**config.mk**
```make
export PLATFORM = sky130hd
export DESIGN_NAME = sipo_rx_flat
export DESIGN_NICKNAME = d
export VERILOG_FILES = /design/src/rtl/sipo_rx_if.sv /design/src/rtl/sipo_rx.sv /design/src/flat_wrapper.sv
export SDC_FILE = /design/constraint.sdc
export NUM_CORES = 1
export LEC_CHECK = 0
export ABC_CLOCK_PERIOD_IN_PS = 1600
export CAP_MARGIN = 25
export CORE_ASPECT_RATIO = 1.1
export CORE_MARGIN = 4
export CORE_UTILIZATION = 26
export DETAILED_ROUTE_END_ITERATION = 10
export GPL_ROUTABILITY_DRIVEN = 0
export PLACE_DENSITY_LB_ADDON = 0.12
export SYNTH_ARGS = -nofsm -noshare
export SYNTH_HDL_FRONTEND = slang
export SYNTH_SLANG_ARGS = --single-unit
```
**constraint.sdc**
```tcl
create_clock -name clk -period 1.6 [get_ports clk]
set_input_delay 0.32 -clock clk [delete_from_list [all_inputs] [get_ports clk]]
set_output_delay 0.32 -clock clk [all_outputs]
set_load 0.01 [all_outputs]
```
**src/rtl/sipo_rx_if.sv**
```systemverilog
// sipo_rx_if: bundle between the serial source, the sipo_rx receiver and the parallel consumer.
// master = source/consumer side, slave = receiver side.
interface sipo_rx_if #(
    parameter int unsigned WIDTH = 8
);
    logic             serial_in;
    logic             bit_valid;
    logic             frame_start;
    logic [WIDTH-1:0] data_out;
    logic             data_valid;
    logic             data_ready;
    logic             busy;
    logic             overrun;
    logic             parity_err;

    modport master (
        output serial_in, bit_valid, frame_start, data_ready,
        input  data_out, data_valid, busy, overrun, parity_err
    );

    modport slave (
        input  serial_in, bit_valid, frame_start, data_ready,
        output data_out, data_valid, busy, overrun, parity_err
    );
endinterface

```
**src/rtl/sipo_rx.sv**
```systemverilog
// sipo_rx: deserializes a qualified serial bit stream into WIDTH-bit words behind a one-word buffer.
// Define SIPO_RX_PARITY_EN to expect and check an even-parity bit after every word.
module sipo_rx #(
    parameter int unsigned WIDTH     = 8,
    parameter bit          MSB_FIRST = 1'b1
) (
    input logic      clk,
    input logic      rst_n,
    sipo_rx_if.slave bus
);
    localparam int unsigned CntW = $clog2(WIDTH + 1);

`ifdef SIPO_RX_PARITY_EN
    typedef enum logic [1:0] {StIdle, StShift, StPar} state_e;
`else
    typedef enum logic [0:0] {StIdle, StShift} state_e;
`endif

    state_e           state;
    logic [CntW-1:0]  cnt;
    logic [WIDTH-1:0] shreg;
    logic [WIDTH-1:0] shreg_next;
    logic [WIDTH-1:0] shreg_first;
    logic [WIDTH-1:0] word_out;
    logic             word_valid;
    logic             ovr;
    logic             accept;
`ifdef SIPO_RX_PARITY_EN
    logic             perr;
`endif

    // shreg_first is the register image after the first bit lands in an empty register
    always_comb begin
        if (MSB_FIRST) begin
            shreg_next  = {shreg[WIDTH-2:0], bus.serial_in};
            shreg_first = {{(WIDTH-1){1'b0}}, bus.serial_in};
        end else begin
            shreg_next  = {bus.serial_in, shreg[WIDTH-1:1]};
            shreg_first = {bus.serial_in, {(WIDTH-1){1'b0}}};
        end
    end

    // A completed word may load when the buffer is empty or drains on this same edge
    assign accept = !word_valid || bus.data_ready;

    always_ff @(posedge clk or negedge rst_n) begin
        if (!rst_n) begin
            state      <= StIdle;
            cnt        <= '0;
            shreg      <= '0;
            word_out   <= '0;
            word_valid <= 1'b0;
            ovr        <= 1'b0;
`ifdef SIPO_RX_PARITY_EN
            perr       <= 1'b0;
`endif
        end else begin
            ovr <= 1'b0;
            if (word_valid && bus.data_ready) begin
                word_valid <= 1'b0;
            end
            if (bus.frame_start) begin
                state <= StIdle;
                cnt   <= '0;
                shreg <= '0;
                if (bus.bit_valid) begin
                    state <= StShift;
                    cnt   <= CntW'(1);
                    shreg <= shreg_first;
                end
            end else if (bus.bit_valid) begin
                unique case (state)
                    StIdle: begin
                        state <= StShift;
                        cnt   <= CntW'(1);
                        shreg <= shreg_first;
                    end
                    StShift: begin
                        if (cnt == CntW'(WIDTH - 1)) begin
                            cnt <= '0;
`ifdef SIPO_RX_PARITY_EN
                            state <= StPar;
                            shreg <= shreg_next;
`else
                            state <= StIdle;
                            shreg <= '0;
                            if (accept) begin
                                word_out   <= shreg_next;
                                word_valid <= 1'b1;
                            end else begin
                                ovr <= 1'b1;
                            end
`endif
                        end else begin
                            cnt   <= cnt + CntW'(1);
                            shreg <= shreg_next;
                        end
                    end
`ifdef SIPO_RX_PARITY_EN
                    StPar: begin
                        state <= StIdle;
                        shreg <= '0;
                        if (accept) begin
                            word_out   <= shreg;
                            word_valid <= 1'b1;
                            perr       <= (^shreg) ^ bus.serial_in;
                        end else begin
                            ovr <= 1'b1;
                        end
                    end
`endif
                    default: begin
                        state <= StIdle;
                    end
                endcase
            end
        end
    end

    assign bus.data_out   = word_out;
    assign bus.data_valid = word_valid;
    assign bus.busy       = (state != StIdle);
    assign bus.overrun    = ovr;
`ifdef SIPO_RX_PARITY_EN
    assign bus.parity_err = perr;
`else
    assign bus.parity_err = 1'b0;
`endif
endmodule

```
**src/flat_wrapper.sv**
```systemverilog
// flat-port wrapper written by rule: the top's interface ports become plain ports
module sipo_rx_flat 
#(
    parameter int unsigned WIDTH     = 8,
    parameter bit          MSB_FIRST = 1'b1
)
  (clk, rst_n, bus_serial_in, bus_bit_valid, bus_frame_start, bus_data_ready, bus_data_out, bus_data_valid, bus_busy, bus_overrun, bus_parity_err);
  sipo_rx_if #(.WIDTH(WIDTH)) bus_i ();
  input logic clk;
  input logic rst_n;
  input wire logic [$bits(bus_i.serial_in)-1:0] bus_serial_in;
  input wire logic [$bits(bus_i.bit_valid)-1:0] bus_bit_valid;
  input wire logic [$bits(bus_i.frame_start)-1:0] bus_frame_start;
  input wire logic [$bits(bus_i.data_ready)-1:0] bus_data_ready;
  output wire logic [$bits(bus_i.data_out)-1:0] bus_data_out;
  output wire logic [$bits(bus_i.data_valid)-1:0] bus_data_valid;
  output wire logic [$bits(bus_i.busy)-1:0] bus_busy;
  output wire logic [$bits(bus_i.overrun)-1:0] bus_overrun;
  output wire logic [$bits(bus_i.parity_err)-1:0] bus_parity_err;
  assign bus_i.serial_in = bus_serial_in;
  assign bus_i.bit_valid = bus_bit_valid;
  assign bus_i.frame_start = bus_frame_start;
  assign bus_i.data_ready = bus_data_ready;
  assign bus_data_out = bus_i.data_out;
  assign bus_data_valid = bus_i.data_valid;
  assign bus_busy = bus_i.busy;
  assign bus_overrun = bus_i.overrun;
  assign bus_parity_err = bus_i.parity_err;
  sipo_rx #(.WIDTH(WIDTH), .MSB_FIRST(MSB_FIRST)) u_core (.clk(clk), .rst_n(rst_n), .bus(bus_i));
endmodule
```
==> summary by stage <==
Global routing
The initial antenna violation count is 0. After global routing the overflow that remains totals 0. The via count of the first global-routing pass is about 660. The routing usage on met1 is between 10% and 20%.

The total global-route track usage is between 8 and 9%. The fraction of met2 tracks used by global routing is between 10% and 20%. The maximum number of pins on one net before global-route repair is 23. The global-route track usage on met3 is under 10%. The global-route wire length before repair is around 3200 um. The busiest layer in global routing is met2.

Route
After detailed routing, the total wire length is 1819 um. The count of antenna-violating nets left after detailed routing is 0. The residual DRC count is 0. In the final routed layout, each cell accounts on average for roughly 12 um. The number of DRC markers in iteration 0 is 14. The number of vias per cell after detailed routing is about 4.4. The first-pass detailed-route iteration total is 4.

The via count of the routed design is about 650.

Die
After floorplanning, the core was sized to cover 0.003626 sq mm. The initial core utilization is 26.85%. For this design the top-level I/O count stands at 18. The floorplan die area is ~0.0048 sq mm. The floorplan step set the die width to about 66 um.

The standard-cell row count is 23. Measured along the y axis, the die boundary spans just over 70 um.

Layout
Leaving out fill and tap cells, the most frequent cell in the layout is sky130_fd_sc_hd__dfrtp_1. The fraction of final layout cells sized beyond drive strength 1 is a little under a quarter. The finished layout holds about 150 standard cells, fillers aside. Relative to the synthesized area, the layout overhead comes to 32.52%.

Leaving out fill and tap cells, the most frequent cells in the layout are 22 x sky130_fd_sc_hd__dfrtp_1, 16 x sky130_fd_sc_hd__clkdlybuf4s50_1, 9 x sky130_fd_sc_hd__buf_4. The number of antenna diodes in the final layout is 0. In the final design database the tool counted 107 nets.

STA
The total of endpoints with negative setup slack in the final report is 0. Static timing analysis puts the maximum clock frequency at 658.2 MHz. Setup repair after global routing left no endpoint under its margin.

The count of endpoints failing hold in the final timing report is 0. The final critical path takes up a little over nine tenths of the cycle. The clock arrives with approximately 0.0013 ns of skew. The aggregate negative setup slack is 0 ns. The count of final max-slew check failures was 0. The time the final worst path needs with I/O delays and setup is between 1.5 and 2 ns.

Worst setup path
The count of buffer and inverter cells on the critical path is 2. The cell with the largest stage delay on the worst path is sky130_fd_sc_hd__clkdlybuf4s50_1. The critical path start-end classification is in2reg. The delay contributed by the slowest stage of the critical path is 0.49 ns.

The startpoint class of the critical path is an input port. The arrival time of the worst setup path is about 1.7 ns. In this design, the largest share of critical-path delay is due to buffers and inverters. The worst setup path is captured at a register.

The critical path goes through clkdlybuf4s50_1 > nor2b_4 > and4b_1 > buf_12 > mux2_4. The maximum fanout along the worst path is 8. The data required time at the worst endpoint is ~1.7 ns.

Power and ir drop
The net switching power figure is 0.0002065 W. Combinational logic burns just over 9% of the power. The proportion of total power due to net switching is a little over a fifth. The peak supply drop is around 0.26 mV. For this design the static power due to leakage is around 0.59 nW.

The cell internal power dissipation is 0.0007808 W. In this run the power density over the cells is ~770 mW/mm^2. The clock network is responsible for 32.5% of the overall power.

The portion of total power attributed to sequential cells is ~58%.

Placement
The number of buffers added on ports is 16. The number of placed instances, taps included, is 144. The HPWL after detailed placement is around 1400 um.

Clocking
Buffers inserted to repair hold after CTS numbered 0. Clock-pin slew was measured on the worst setup and hold paths at 0.07 ns. The maximum level of the CTS H-tree is 1. The CTS buffer count is 3. The clock latency reported for the late side of the worst-skew pair is ~0.25 ns.

The post-cts repair resize count is 0. The TritonCTS clock tree is yes. In this run the deepest clock path goes through 2 buffers.

The root buffer cell is sky130_fd_sc_hd__clkbuf_8. The clock drives 22 sinks.

Synthesis
During synthesis, Yosys emitted a total of 0 warnings. The average cell area after synthesis is 13.33 sq um. The synthesized netlist contains 27 unique library cells.

In this run the cell area of the synthesized design comes to around 970 sq um. Synthesis handed over a netlist of 73 instances. The total of flip-flops plus latches after synthesis is 22. The net count after synthesis is 80.

The register area share after synthesis is ~57%.

Job
Max-cap violations in this run came to 0.

Hold path
The path category of the worst min-delay check is in2async.

Outcome
The run finished with clean final reports.
-- per-stage QoR --
step / utilization [%] / setup slack [ns] / total power, W / hold slack [ns] / cell area, sq um
after global placement: 34.23 / -0.1787 / 0.0006767 / 0.4913 / 1241
after CTS: 35.58 / 0.05823 / 0.001013 / 0.4206 / 1290
after detailed placement: 34.23 / -0.1833 / 0.0006774 / 0.5043 / 1241
final: 35.58 / 0.08078 / 0.0009874 / 0.4176 / 1290
after floorplan: - / 0.1731 / 0.0006262 / 0.02441 / 973.4
after global routing: 35.58 / 0.01303 / 0.001047 / 0.4365 / 1290
-- worst register-to-register path, cell delays in order (launching register included) --
cell and delay, ns:
sky130_fd_sc_hd__dfrtp_1 0.40, sky130_fd_sc_hd__ha_1 0.21, sky130_fd_sc_hd__nand2_1 0.06, sky130_fd_sc_hd__and4b_1 0.29, sky130_fd_sc_hd__buf_12 0.15, sky130_fd_sc_hd__mux2_4 0.30
-- area by class of cell --
cell class	count	area, sq um
Timing Repair Buffer	26	247.7
Sequential cell	22	550.5
Multi-Input combinational cell	45	380.4
Fill cell	382	2336
Tap cell	50	62.56
Inverter	2	7.507
Clock buffer	3	41.29
-- timing repair --
action / CTS / global route
hold endpoints to repair: 0 / 0
endpoints found under the setup margin: 1 / 0
buffers inserted: 1 / 0
-- sequential cells by signal (all words and copies together), names as in the netlist --
name and cells:
u_core.bus.overrun 1, u_core.bus.data_valid 1, u_core.bus.busy 1, u_core.bus.data_out 8, u_core.cnt 4, u_core.shreg 7
-- cells in the mapped netlist, drive strengths merged --
cell,count,area (sq um)
nand3,1,5.000
a32o,1,10.01
a31oi,1,6.260
nor2,2,7.510
inv,2,7.510
mux2,8,120.1
and3,2,12.51
nand3b,1,7.510
a2bb2oi,1,8.760
or3b,1,8.760
nand2,4,15.01
nand4b,1,8.760
nor2b,3,33.79
o21ai,1,5.000
and4b,1,10.01
a21oi,4,20.02
buf,4,35.03
a22o,6,52.55
nand2b,2,12.51
conb,1,3.750
o21a,1,7.510
nand4,2,12.51
dfrtp,22,550.5
ha,1,12.51
-- logic make-up after synthesis --
| logic type | share of synthesized area (%) |
|---|---|
| other cells | 0.3852 |
| fa+ha+maj | 1.285 |
| flops | 56.56 |
| buf+inv | 4.370 |
| mux | 12.34 |
| simple gates | 13.75 |
| compound gates | 11.31 |
-- power by group through the flow --
| stage | combinational (W) | clock, W | sequential, W |
|---|---|---|---|
| 6_report | 0.0000910 | 0.000321 | 0.000576 |
| 2_1_floorplan | 0.0000398 | 0 | 0.000586 |
| 5_1_grt | 0.000104 | 0.000366 | 0.000578 |
| 4_1_cts | 0.0000940 | 0.000343 | 0.000576 |
| 3_3_place_gp | 0.0000891 | 0 | 0.000588 |
| 3_5_place_dp | 0.0000896 | 0 | 0.000588 |
-- routing by layer --
metal  up-vias  routed length, um
met2        11                978
li1        310                  -
met4         0                 10
met5         -                  0
met3         2                 60
met1       324                770
-- path summary, 6_finish.rpt --
kind                                   startpoint                      to  slack [ns]  depth (start not counted)
hold / removal                              rst_n  u_core.bus.data_out[6]        0.42                          2
setup reg to reg                    u_core.cnt[0]  u_core.bus.data_out[0]        0.09                          5
max in group asynchronous                   rst_n  u_core.bus.data_out[0]        0.97                          2
hold reg to reg            u_core.bus.data_out[3]  u_core.bus.data_out[3]        0.51                          1
min in group clk           u_core.bus.data_out[3]  u_core.bus.data_out[3]        0.51                          1
setup / recovery                    bus_bit_valid  u_core.bus.data_out[0]        0.08                          5
No activity file was read; power rests on OpenSTA's default activity.
